`src/rtl/uart_pkg.sv`:
```
// Shared types and helpers for the UART transmit arbiter and its round-robin picker.
package uart_pkg;

  localparam int DEFAULT_DATA_W = 8;

  typedef enum logic [1:0] {
    ST_IDLE,
    ST_GRANT,
    ST_WAIT_DONE,
    ST_RELEASE
  } arb_state_e;

  function automatic int grant_w(input int n);
    return (n > 1) ? $clog2(n) : 1;
  endfunction

endpackage

```
`src/rtl/uart_tx_arbiter_if.sv`:
```
// Requester, transmitter and status signals of the shared UART transmit arbiter.
interface uart_tx_arbiter_if #(
  parameter int NUM_REQ = 4,
  parameter int DATA_W  = uart_pkg::DEFAULT_DATA_W,
  parameter int GRANT_W = uart_pkg::grant_w(NUM_REQ)
) ();

  logic [NUM_REQ-1:0]        req_valid;
  logic [NUM_REQ*DATA_W-1:0] req_data;
  logic [NUM_REQ-1:0]        req_lock;
  logic [NUM_REQ-1:0]        req_ready;
  logic                      tx_start;
  logic [DATA_W-1:0]         tx_data;
  logic                      tx_done;
  logic [GRANT_W-1:0]        grant_id;
  logic                      busy;
  logic                      timeout_err;

  modport slave (
    input  req_valid, req_data, req_lock, tx_done,
    output req_ready, tx_start, tx_data, grant_id, busy, timeout_err
  );

  modport master (
    output req_valid, req_data, req_lock, tx_done,
    input  req_ready, tx_start, tx_data, grant_id, busy, timeout_err
  );

endinterface

```
`src/rtl/uart_tx_arbiter_rr_picker.sv`:
```
// Combinational round-robin selector: first set request at or after last_grant+1, wrapping.
module rr_picker
  import uart_pkg::*;
#(
  parameter int NUM_REQ = 4,
  parameter int GRANT_W = grant_w(NUM_REQ)
) (
  input  logic [NUM_REQ-1:0] req_i,
  input  logic [GRANT_W-1:0] last_grant_i,
  output logic [GRANT_W-1:0] idx_o,
  output logic               any_o
);

  logic               found;
  logic [GRANT_W-1:0] cand;

  always_comb begin
    idx_o = '0;
    found = 1'b0;
    cand  = '0;
    for (int k = 1; k <= NUM_REQ; k++) begin
      cand = GRANT_W'((int'(last_grant_i) + k) % NUM_REQ);
      if (!found && req_i[cand]) begin
        idx_o = cand;
        found = 1'b1;
      end
    end
  end

  assign any_o = |req_i;

endmodule

```
`src/rtl/uart_tx_arbiter.sv`:
```
// Shares one UART byte transmitter among NUM_REQ requesters with round-robin
// arbitration, optional ownership lock, and a tx_start-to-tx_done watchdog.
module uart_tx_arbiter
  import uart_pkg::*;
#(
  parameter int NUM_REQ     = 4,
  parameter int DATA_W      = DEFAULT_DATA_W,
  parameter int LOCK_MAX    = 16,
  parameter int TIMEOUT_CYC = 4096
) (
  input  logic              clk,
  input  logic              rst,
  uart_tx_arbiter_if.slave  bus
);

  localparam int GRANT_W = grant_w(NUM_REQ);
  localparam int WDOG_W  = $clog2(TIMEOUT_CYC) + 1;
  localparam int LCNT_W  = $clog2(LOCK_MAX) + 1;

  arb_state_e         state_q;
  logic [GRANT_W-1:0] grant_id_q;
  logic [GRANT_W-1:0] last_grant_q;
  logic [DATA_W-1:0]  tx_data_q;
  logic               lock_q;
  logic [LCNT_W-1:0]  lock_cnt_q;
  logic [LCNT_W-1:0]  lock_cnt_d;
  logic [WDOG_W-1:0]  wdog_q;
  logic [WDOG_W-1:0]  wdog_d;
  logic [NUM_REQ-1:0] req_ready_q;
  logic               tx_start_q;
  logic               busy_q;
  logic               timeout_err_q;

  logic [GRANT_W-1:0] pick_idx;
  logic               pick_any;
  logic [DATA_W-1:0]  pick_data;
  logic [DATA_W-1:0]  own_data;
  logic               relock_ok;

  rr_picker #(
    .NUM_REQ (NUM_REQ),
    .GRANT_W (GRANT_W)
  ) u_picker (
    .req_i        (bus.req_valid),
    .last_grant_i (last_grant_q),
    .idx_o        (pick_idx),
    .any_o        (pick_any)
  );

  always_comb begin
    pick_data = '0;
    own_data  = '0;
    for (int i = 0; i < NUM_REQ; i++) begin
      if (GRANT_W'(i) == pick_idx) pick_data = bus.req_data[i*DATA_W +: DATA_W];
      if (GRANT_W'(i) == grant_id_q) own_data = bus.req_data[i*DATA_W +: DATA_W];
    end
  end

  function automatic logic [NUM_REQ-1:0] onehot(input logic [GRANT_W-1:0] idx);
    logic [NUM_REQ-1:0] v;
    v = '0;
    v[idx] = 1'b1;
    return v;
  endfunction

  assign wdog_d     = wdog_q + WDOG_W'(1);
  assign lock_cnt_d = lock_cnt_q + LCNT_W'(1);
  assign relock_ok  = lock_q && (lock_cnt_q < LCNT_W'(LOCK_MAX - 1)) &&
                      bus.req_valid[grant_id_q];

  always_ff @(posedge clk) begin
    if (rst) begin
      state_q       <= ST_IDLE;
      grant_id_q    <= '0;
      last_grant_q  <= GRANT_W'(NUM_REQ - 1);
      tx_data_q     <= '0;
      lock_q        <= 1'b0;
      lock_cnt_q    <= '0;
      wdog_q        <= '0;
      req_ready_q   <= '0;
      tx_start_q    <= 1'b0;
      busy_q        <= 1'b0;
      timeout_err_q <= 1'b0;
    end else begin
      req_ready_q   <= '0;
      tx_start_q    <= 1'b0;
      timeout_err_q <= 1'b0;
      unique case (state_q)
        ST_IDLE: begin
          if (pick_any) begin
            grant_id_q   <= pick_idx;
            last_grant_q <= pick_idx;
            tx_data_q    <= pick_data;
            lock_q       <= bus.req_lock[pick_idx];
            req_ready_q  <= onehot(pick_idx);
            tx_start_q   <= 1'b1;
            busy_q       <= 1'b1;
            state_q      <= ST_GRANT;
          end
        end
        ST_GRANT: begin
          wdog_q  <= '0;
          state_q <= ST_WAIT_DONE;
        end
        ST_WAIT_DONE: begin
          wdog_q <= wdog_d;
          if (bus.tx_done) begin
            state_q <= ST_RELEASE;
          // Abort as the watchdog steps onto TIMEOUT_CYC-1, i.e. TIMEOUT_CYC cycles after tx_start.
          end else if (wdog_q == WDOG_W'(TIMEOUT_CYC - 2)) begin
            timeout_err_q <= 1'b1;
            lock_q        <= 1'b0;
            lock_cnt_q    <= '0;
            busy_q        <= 1'b0;
            state_q       <= ST_IDLE;
          end
        end
        ST_RELEASE: begin
          if (relock_ok) begin
            tx_data_q   <= own_data;
            lock_q      <= bus.req_lock[grant_id_q];
            lock_cnt_q  <= lock_cnt_d;
            req_ready_q <= onehot(grant_id_q);
            tx_start_q  <= 1'b1;
            state_q     <= ST_GRANT;
          end else begin
            lock_cnt_q <= '0;
            busy_q     <= 1'b0;
            state_q    <= ST_IDLE;
          end
        end
        default: begin
          busy_q  <= 1'b0;
          state_q <= ST_IDLE;
        end
      endcase
    end
  end

  assign bus.req_ready   = req_ready_q;
  assign bus.tx_start    = tx_start_q;
  assign bus.tx_data     = tx_data_q;
  assign bus.grant_id    = grant_id_q;
  assign bus.busy        = busy_q;
  assign bus.timeout_err = timeout_err_q;

endmodule

```
`src/flat_wrapper.sv`:
```
// flat-port wrapper written by rule: the top's interface ports become plain ports
module uart_tx_arbiter_flat import uart_pkg::*;
#(
  parameter int NUM_REQ     = 4,
  parameter int DATA_W      = DEFAULT_DATA_W,
  parameter int LOCK_MAX    = 16,
  parameter int TIMEOUT_CYC = 4096
)
  (clk, rst, bus_req_valid, bus_req_data, bus_req_lock, bus_tx_done, bus_req_ready, bus_tx_start, bus_tx_data, bus_grant_id, bus_busy, bus_timeout_err);
  uart_tx_arbiter_if #(.NUM_REQ(NUM_REQ), .DATA_W(DATA_W)) bus_i ();
  input  logic clk;
  input  logic rst;
  input wire logic [$bits(bus_i.req_valid)-1:0] bus_req_valid;
  input wire logic [$bits(bus_i.req_data)-1:0] bus_req_data;
  input wire logic [$bits(bus_i.req_lock)-1:0] bus_req_lock;
  input wire logic [$bits(bus_i.tx_done)-1:0] bus_tx_done;
  output wire logic [$bits(bus_i.req_ready)-1:0] bus_req_ready;
  output wire logic [$bits(bus_i.tx_start)-1:0] bus_tx_start;
  output wire logic [$bits(bus_i.tx_data)-1:0] bus_tx_data;
  output wire logic [$bits(bus_i.grant_id)-1:0] bus_grant_id;
  output wire logic [$bits(bus_i.busy)-1:0] bus_busy;
  output wire logic [$bits(bus_i.timeout_err)-1:0] bus_timeout_err;
  assign bus_i.req_valid = bus_req_valid;
  assign bus_i.req_data = bus_req_data;
  assign bus_i.req_lock = bus_req_lock;
  assign bus_i.tx_done = bus_tx_done;
  assign bus_req_ready = bus_i.req_ready;
  assign bus_tx_start = bus_i.tx_start;
  assign bus_tx_data = bus_i.tx_data;
  assign bus_grant_id = bus_i.grant_id;
  assign bus_busy = bus_i.busy;
  assign bus_timeout_err = bus_i.timeout_err;
  uart_tx_arbiter #(.NUM_REQ(NUM_REQ), .DATA_W(DATA_W), .LOCK_MAX(LOCK_MAX), .TIMEOUT_CYC(TIMEOUT_CYC)) u_core (.clk(clk), .rst(rst), .bus(bus_i));
endmodule
```
`config.mk`:
```
export PLATFORM = sky130hd
export DESIGN_NAME = uart_tx_arbiter_flat
export DESIGN_NICKNAME = d
export VERILOG_FILES = /design/src/rtl/uart_pkg.sv /design/src/rtl/uart_tx_arbiter_if.sv /design/src/rtl/uart_tx_arbiter_rr_picker.sv /design/src/rtl/uart_tx_arbiter.sv /design/src/flat_wrapper.sv
export SDC_FILE = /design/constraint.sdc
export NUM_CORES = 1
export LEC_CHECK = 0
export BUFFER_PORTS_ARGS = -buffer_cell sky130_fd_sc_hd__buf_2
export CORE_MARGIN = 4
export CORE_UTILIZATION = 45
export DETAILED_ROUTE_END_ITERATION = 16
export PLACE_DENSITY = 0.83
export SLEW_MARGIN = 20
export SYNTH_ARGS = -nofsm -noshare
export SYNTH_HDL_FRONTEND = slang
export SYNTH_SLANG_ARGS = --single-unit
export TNS_END_PERCENT = 5
```
`constraint.sdc`:
```
create_clock -name clk -period 1.99 [get_ports clk]
set_input_delay 0.199 -clock clk [delete_from_list [all_inputs] [get_ports clk]]
set_output_delay 0.199 -clock clk [all_outputs]
set_load 0.1 [all_outputs]
```
==> results of run 1 <==
[power breakdown]
part | leakage (nW) | internal (mW) | total (mW) | switching [mW]
Combinational | 0.838 | 0.588 | 1.96 | 1.37
Clock | 0.0443 | 0.238 | 0.514 | 0.275
Sequential | 0.328 | 0.942 | 1.03 | 0.0882
Total | 1.21 | 1.77 | 3.50 | 1.73
[repair_timing]
| item | CTS | global route |
|---|---|---|
| resized for setup | 0 | 5 |
| endpoints found under the setup margin | 0 | 13 |
| endpoints found under the hold margin | 0 | 0 |
| buffers inserted | 0 | 0 |
[per-layer routing]
metal / track usage / vias up / wire (um)
li1: - / 1104 / -
met1: 0.222 / 1051 / 2520
met2: 0.320 / 82 / 3030
met3: 0.0526 / 11 / 390
met4: 0.0912 / 0 / 121
met5: 0 / - / 0
[cells by family (layout without fill, tap and decap cells)]
logic type,count (synthesis),after routing,share of synthesized area
AND/OR/NAND/NOR,105,105,0.212
AO/OA/AOI/OAI,48,48,0.148
flip-flops,40,40,0.330
multiplexers,32,32,0.189
buffers and inverters,23,87,0.0500
XOR/XNOR,10,10,0.0361
adder cells (fa/ha/maj),7,7,0.0361
[state kept, by name (all words and copies together), names as in the netlist]
signal                  flops
u_core.bus.tx_start         1
u_core.lock_q               1
u_core.bus.tx_data          8
u_core.bus.grant_id         2
u_core.lock_cnt_q           5
u_core.bus.timeout_err      1
u_core.bus.req_ready        4
u_core.bus.busy             1
u_core.wdog_q              13
u_core.state_q              2
u_core.last_grant_q         2
[stage by stage]
stage / util / hold WS (ps)
finish: 0.565 / 274
global route: 0.565 / 279
CTS: 0.563 / 270
detailed placement: 0.548 / 474
global placement: 0.548 / 458
floorplan: - / 359
[placed cells by master, fill, tap and decap left out, drive strengths merged, types with 2 or more instances in the layout]
cell type / Yosys / routed
buf: 5 / 71
nor2: 43 / 43
dfxtp: 40 / 40
nand2: 14 / 14
nor3: 14 / 14
mux2i: 12 / 12
mux4: 10 / 10
mux2: 10 / 10
inv: 9 / 10
a21oi: 10 / 10
a22oi: 9 / 9
or3: 9 / 9
a311oi: 8 / 8
nand4: 7 / 7
xor2: 7 / 7
ha: 7 / 7
nand3: 5 / 5
clkbuf: 9 / 5
o21ai: 4 / 4
and2: 4 / 4
a31oi: 3 / 3
xnor2: 3 / 3
nand2b: 2 / 2
o22ai: 2 / 2
a32oi: 2 / 2
o21bai: 2 / 2
o21a: 2 / 2
a211oi: 2 / 2
nor2b: 2 / 2
[cell type report]
cell class | instances | area [um^2] | area share
well taps | 70 | 87.6 | 0.0300
clock buffers | 5 | 68.8 | 0.0235
multi-input cells | 202 | 1520 | 0.518
inverters | 9 | 33.8 | 0.0116
repair buffers | 71 | 398 | 0.136
clock inverters | 2 | 11.3 | 0.00385
flip-flops and latches | 40 | 810 | 0.277
[worst max path at each step]
stage / start / end / slack, ps
after CTS: u_core.last_grant_q[1]$_SDFFE_PP1P_ / u_core.lock_q$_SDFFE_PP0P_ / 20
after global routing: u_core.last_grant_q[1]$_SDFFE_PP1P_ / u_core.bus.tx_data[5]$_SDFFE_PP0P_ / 10
after global placement: u_core.last_grant_q[1]$_SDFFE_PP1P_ / u_core.lock_q$_SDFFE_PP0P_ / 160
final: u_core.last_grant_q[1]$_SDFFE_PP1P_ / u_core.lock_q$_SDFFE_PP0P_ / 110
after floorplan: u_core.bus.grant_id[0]$_SDFFE_PP0P_ / u_core.bus.busy$_SDFFE_PP0P_ / -110
after detailed placement: u_core.last_grant_q[1]$_SDFFE_PP1P_ / u_core.bus.tx_data[5]$_SDFFE_PP0P_ / 80
[critical path: stages, from the launching register on]
cell and delay (ps):
dfxtp_4 390, mux2i_1 190, o22ai_1 130, a21oi_4 180, buf_4 190, mux2_2 350
a32oi_1 210, a31oi_1 110
==> metrics.md, run 1 <==
| Metric | Value |
|---|---|
| Final wirelength | 6.07 mm |
| Final nets | 379 |
| First-pass GRT wire length | 9.88 mm |
| Total power | 3.50 mW |
| DRC | 0 |
| Sequential share of the synthesized area | 0.330 |
| Synth cell types | 46 |
| Post-DP HPWL | 4.52 mm |
| Core Region | 5170 um^2 |
| PwrDens | 1200 nW/um^2 |
| Initial antenna violation count | 0 |
| Top-count cell post-synth | nor2_1 |
| Post-Syn Area | 2430 um^2 |
| Status | completed |
| Vias in the first global route | 2241 |
| CTS max path bufs | 2 |
| Ys Warns | 0 |
| Cell row count | 26 |
| Port-buffer cells | 59 |
| Leakage | 1.21 nW |
| Dominant cell type by area after synthesis | dfxtp_1 |
| MaxCap Viol Count | 0 |
| Post-synth ARST share | 0 |
| Fin crit share | 0.943 |
| Final setup viols | 0 |
| CTS Root Cell | clkbuf_8 |
| Latest clock arrival within the worst-skew pair | 290 ps |
| Mapped Avg Cell Area | 9.16 um^2 |
| CP Capture Type | flop |
| Min-delay src | rst |
| Tot GR Track Use | 0.190 |
| R2R setup slack | 110 ps |
| Hold buffers post-CTS | 0 |
| Placed cells | 392 |
| WS Path Type | reg -> reg |
| Die X | 81.5 um |
| Max-slew violation count | 0 |
| Final worst slack | 114 ps |
| Non-Filler Instances | 399 |
| Post-synth EDFFs | 0 |
| Share of cells above drive strength 1 | 0.334 |
| WP data arrival | 2040 ps |
| H-tree depth | 2 |
| Worst hold path stage count | 2 |
| Relative slew slack | 0.658 |
| Pre-CTS WS | 77.7 ps |
| DR vias/cell | 5.63 |
| Final GP Congestion | 0.842 |
| RSZ-0062 raised after global routing | no |
| Starting Density | 0.470 |
| Die Height | 81.5 um |
| Gate Count Post-Synth | 265 |
| Initial DRC Count | 120 |
| Total CTS buffers | 5 |
| Crit path max fanout | 7 |
| Max Clock Freq | 0.533 GHz |
| Drt pass-1 iters | 4 |
| R2r startpoint | u_core.last_grant_q[1]$_SDFFE_PP1P_ |
| Per-cell routed wire length | 15.2 um |
| Top cells by count, synth | 43 x nor2_1, 40 x dfxtp_1, 14 x nand2_1 |
| Reg2reg end | u_core.lock_q$_SDFFE_PP0P_ |
| Area growth from synthesis to layout | 20.4% |
| Clock Pin Slew Worst Setup and Hold Paths | 70 ps |
| Full die area | 6640 um^2 |
| Ports | 60 |
| Cell area after layout | 2920 um^2 |
| Hold Violations, Final | 0 |
| Worst Path Required | 2160 ps |
| Synth Register Bits | 40 |
| Yosys top cell area share | 0.330 |
| Clock Skews | 5.19 ps |
| CTS tree | yes |
| Main synth FF type | dfxtp_1 |
| Antenna cells | 0 |
| Via count | 2248 |
| DP Area | 2830 um^2 |
| Min-Delay Path Class | in -> reg |
| Worst Hold End | u_core.wdog_q[1]$_SDFFE_PP0P_ |
| Slew @ Worst Pin | 512 ps |
| Final min period | 1880 ps |
| Startpoint types | flop |
| Grt ovf | 0 |
| Post-route ant nets | 0 |
| Syn nets | 315 |
| Reg2reg path depth | 7 |
| Synth area leaders | dfxtp_1 33%, mux4_2 9.3%, nor2_1 6.6% |
| Sum Neg Setup Slack | 0 ps |
| Maximum VDD drop | 0.564 mV |
| CTS sink cnt | 40 |
| Filler instances | 447 |
| Pin count of the biggest net entering global routing | 19 |
No activity file was read; power rests on OpenSTA's default activity.
==> run 2: changes to the inputs <==
CTS_BUF_LIST = sky130_fd_sc_hd__clkbuf_2 sky130_fd_sc_hd__clkbuf_4 sky130_fd_sc_hd__clkbuf_8   (was unset)
clock period = 1.7 ns   (was 1.99 ns; I/O delays follow)
==> metrics.md, run 2 (synthesis results as in run 1) <==
| Metric | Value |
|---|---|
| Placed cells | 417 (+6.4%) |
| Sequential Power Share | 0.265 (-0.029) |
| Per-cell routed wire length | 15.9 um (+4.6%) |
| Max reg flops | 13 (unchanged) |
| PwrDens | 1400 nW/um^2 (+17%) |
| RSZ-0062 raised after global routing | yes |
| Fin crit share | 1.11 (+0.168) |
| Max Clock Freq | 0.530 GHz (-0.64%) |
| Switch share | 0.474 (-0.0207) |
| CP Capture Type | flop |
| Via count | 2396 (+6.6%) |
| DRC | 0 (unchanged) |
| Total power | 4.53 mW (+29%) |
| WP data arrival | 2040 ps (about the same) |
| Most common cell after layout, fill and taps aside | buf_2 |
| Post-route ant nets | 0 (unchanged) |
| Core Region | 5170 um^2 (unchanged) |
| Full die area | 6640 um^2 (unchanged) |
| Hold buffers post-CTS | 0 (unchanged) |
| Cell row count | 26 (unchanged) |
| Final setup viols | 15 (+15) |
| Relative slew slack | 0.673 (+0.0150) |
| Starting Density | 0.470 (unchanged) |
| Min-Delay Path Class | in -> reg |
| Clock Pin Slew Worst Setup and Hold Paths | 80 ps (about the same) |
| Area growth from synthesis to layout | 33.2% |
| Gate power share | 0.559 (about the same) |
| Slew @ Worst Pin | 493 ps (-18.6 ps) |
| Worst hold margin | 252 ps (-21.7 ps) |
| Maximum VDD drop | 0.664 mV (+18%) |
| Die X | 81.5 um (unchanged) |
| Leakage | 1.35 nW (+12%) |
| Max-slew violation count | 0 (unchanged) |
| Pin count of the biggest net entering global routing | 19 (unchanged) |
| NetSw | 2.15 mW (+24%) |
| MaxCap Viol Count | 0 (unchanged) |
| Grt ovf | 0 (unchanged) |
| P_int | 2.38 mW (+35%) |
| CTS sink cnt | 40 (unchanged) |
| CTS Root Cell | clkbuf_8 |
| Final GP Congestion | 0.885 (+5.1%) |
| Cell area after layout | 3240 um^2 (+11%) |
| Startpoint types | flop |
| Initial DRC Count | 196 (+63%) |
| WS Path Type | reg -> reg |
| Post-DP HPWL | 4.82 mm (+6.6%) |
| Total CTS buffers | 5 (unchanged) |
| Most frequent cells in the layout | 59 x buf_2, 40 x nor2_1, 35 x buf_4, 35 x dfxtp_1, 13 x nand2_1 |
| Most flops, register | u_core.wdog_q |
| H-tree depth | 2 (unchanged) |
| Filler instances | 400 (-11%) |
| Vias in the first global route | 2427 (+8.3%) |
| DP Area | 3020 um^2 (+6.6%) |
| Share of cells above drive strength 1 | 0.428 (+0.0938) |
| Latest clock arrival within the worst-skew pair | 300 ps (about the same) |
| Final nets | 404 (+6.6%) |
| Status | finished, violations left |
| Initial antenna violation count | 0 (unchanged) |
| Crit path max fanout | 4 (-3) |
| Final min period | 1890 ps (+12.1 ps) |
| CTS tree | yes |
| Non-Filler Instances | 425 (+6.5%) |
| CTS max path bufs | 2 (unchanged) |
| DR vias/cell | 5.64 (about the same) |
| Drt pass-1 iters | 4 (unchanged) |
| Clock Skews | 12.0 ps (+6.82 ps) |
| Final wirelength | 6.76 mm (+11%) |
| Die Height | 81.5 um (unchanged) |
| Ports | 60 (unchanged) |
| Worst Path Required | 1850 ps (-310 ps) |
| First-pass GRT wire length | 10.9 mm (+10%) |
| Tot GR Track Use | 0.210 (+0.0200) |
| Port-buffer cells | 59 (unchanged) |
| Antenna cells | 0 (unchanged) |
| Hold Violations, Final | 0 (unchanged) |
| Failing checks | setup timing |
| Clk pwr share | 0.175 (+0.028) |
| Final worst slack | -188 ps (-302 ps) |
## run 2: cell types whose count changed in the layout (fill, tap and decap cells not counted), sizes merged
cell,change
bufinv,+1
buf,+25
clkinvlp,+1
inv,-1
## run 2: final cells by class
class                   count  area [um^2]  area share
multi-input cells         202         1600       0.495
flip-flops and latches     40          812       0.251
clock buffers               5         68.8      0.0213
inverters                   9         33.8      0.0104
repair buffers             96          589       0.182
well taps                  70         87.6      0.0271
clock inverters             3         42.5      0.0131
## run 2: worst max-delay path, cell delays in order (launching register included)
cell      delay (ps)
dfxtp_4          370
mux2i_1          190
o22ai_1          130
a21oi_4          210
buf_4            160
mux2_2           320
a22oi_1          220
a311oi_1         150
## run 2: power groups by stage
stage	Clock [mW]	Combinational, mW	Sequential (mW)
floorplan	0	1.05	2.04
global placement	0	2.36	1.21
detailed placement	0	2.41	1.21
CTS	0.799	2.44	1.19
global route	0.829	2.69	1.22
finish	0.795	2.53	1.20
## run 2: timing repair
action / in CTS / in global routing
endpoints found under the setup margin: 20 / 28
pin swaps: 2 / 6
resized for setup: 7 / 18
cloned: 0 / 0
buffers inserted: 0 / 0
## run 2: final timing paths
kind	slack [ps]	cells after the start	to	from
setup reg to reg	-190	7	u_core.bus.tx_data[7]$_SDFFE_PP0P_	u_core.last_grant_q[1]$_SDFFE_PP1P_
setup / recovery	-190	7	u_core.bus.tx_data[7]$_SDFFE_PP0P_	u_core.last_grant_q[1]$_SDFFE_PP1P_
hold / removal	250	2	u_core.bus.busy$_SDFFE_PP0P_	rst
hold reg to reg	470	1	u_core.lock_cnt_q[4]$_SDFFE_PP0P_	u_core.lock_cnt_q[4]$_SDFFE_PP0P_
## run 2: layer usage
layer	up-vias	GRT usage	wire length, um
met3	8	0.0340	324
met5	-	0	0
li1	1157	-	-
met4	0	0.0760	104
met1	1155	0.252	2740
met2	76	0.376	3590
## run 2: per-stage QoR
stage               TNS, ps   util  setup slack, ps
finish                -1100  0.626             -188
global route          -2720  0.626             -268
CTS                   -1060  0.612             -115
detailed placement    -2260  0.584             -250
global placement       -883  0.584            -94.0
floorplan             -5380      -             -398
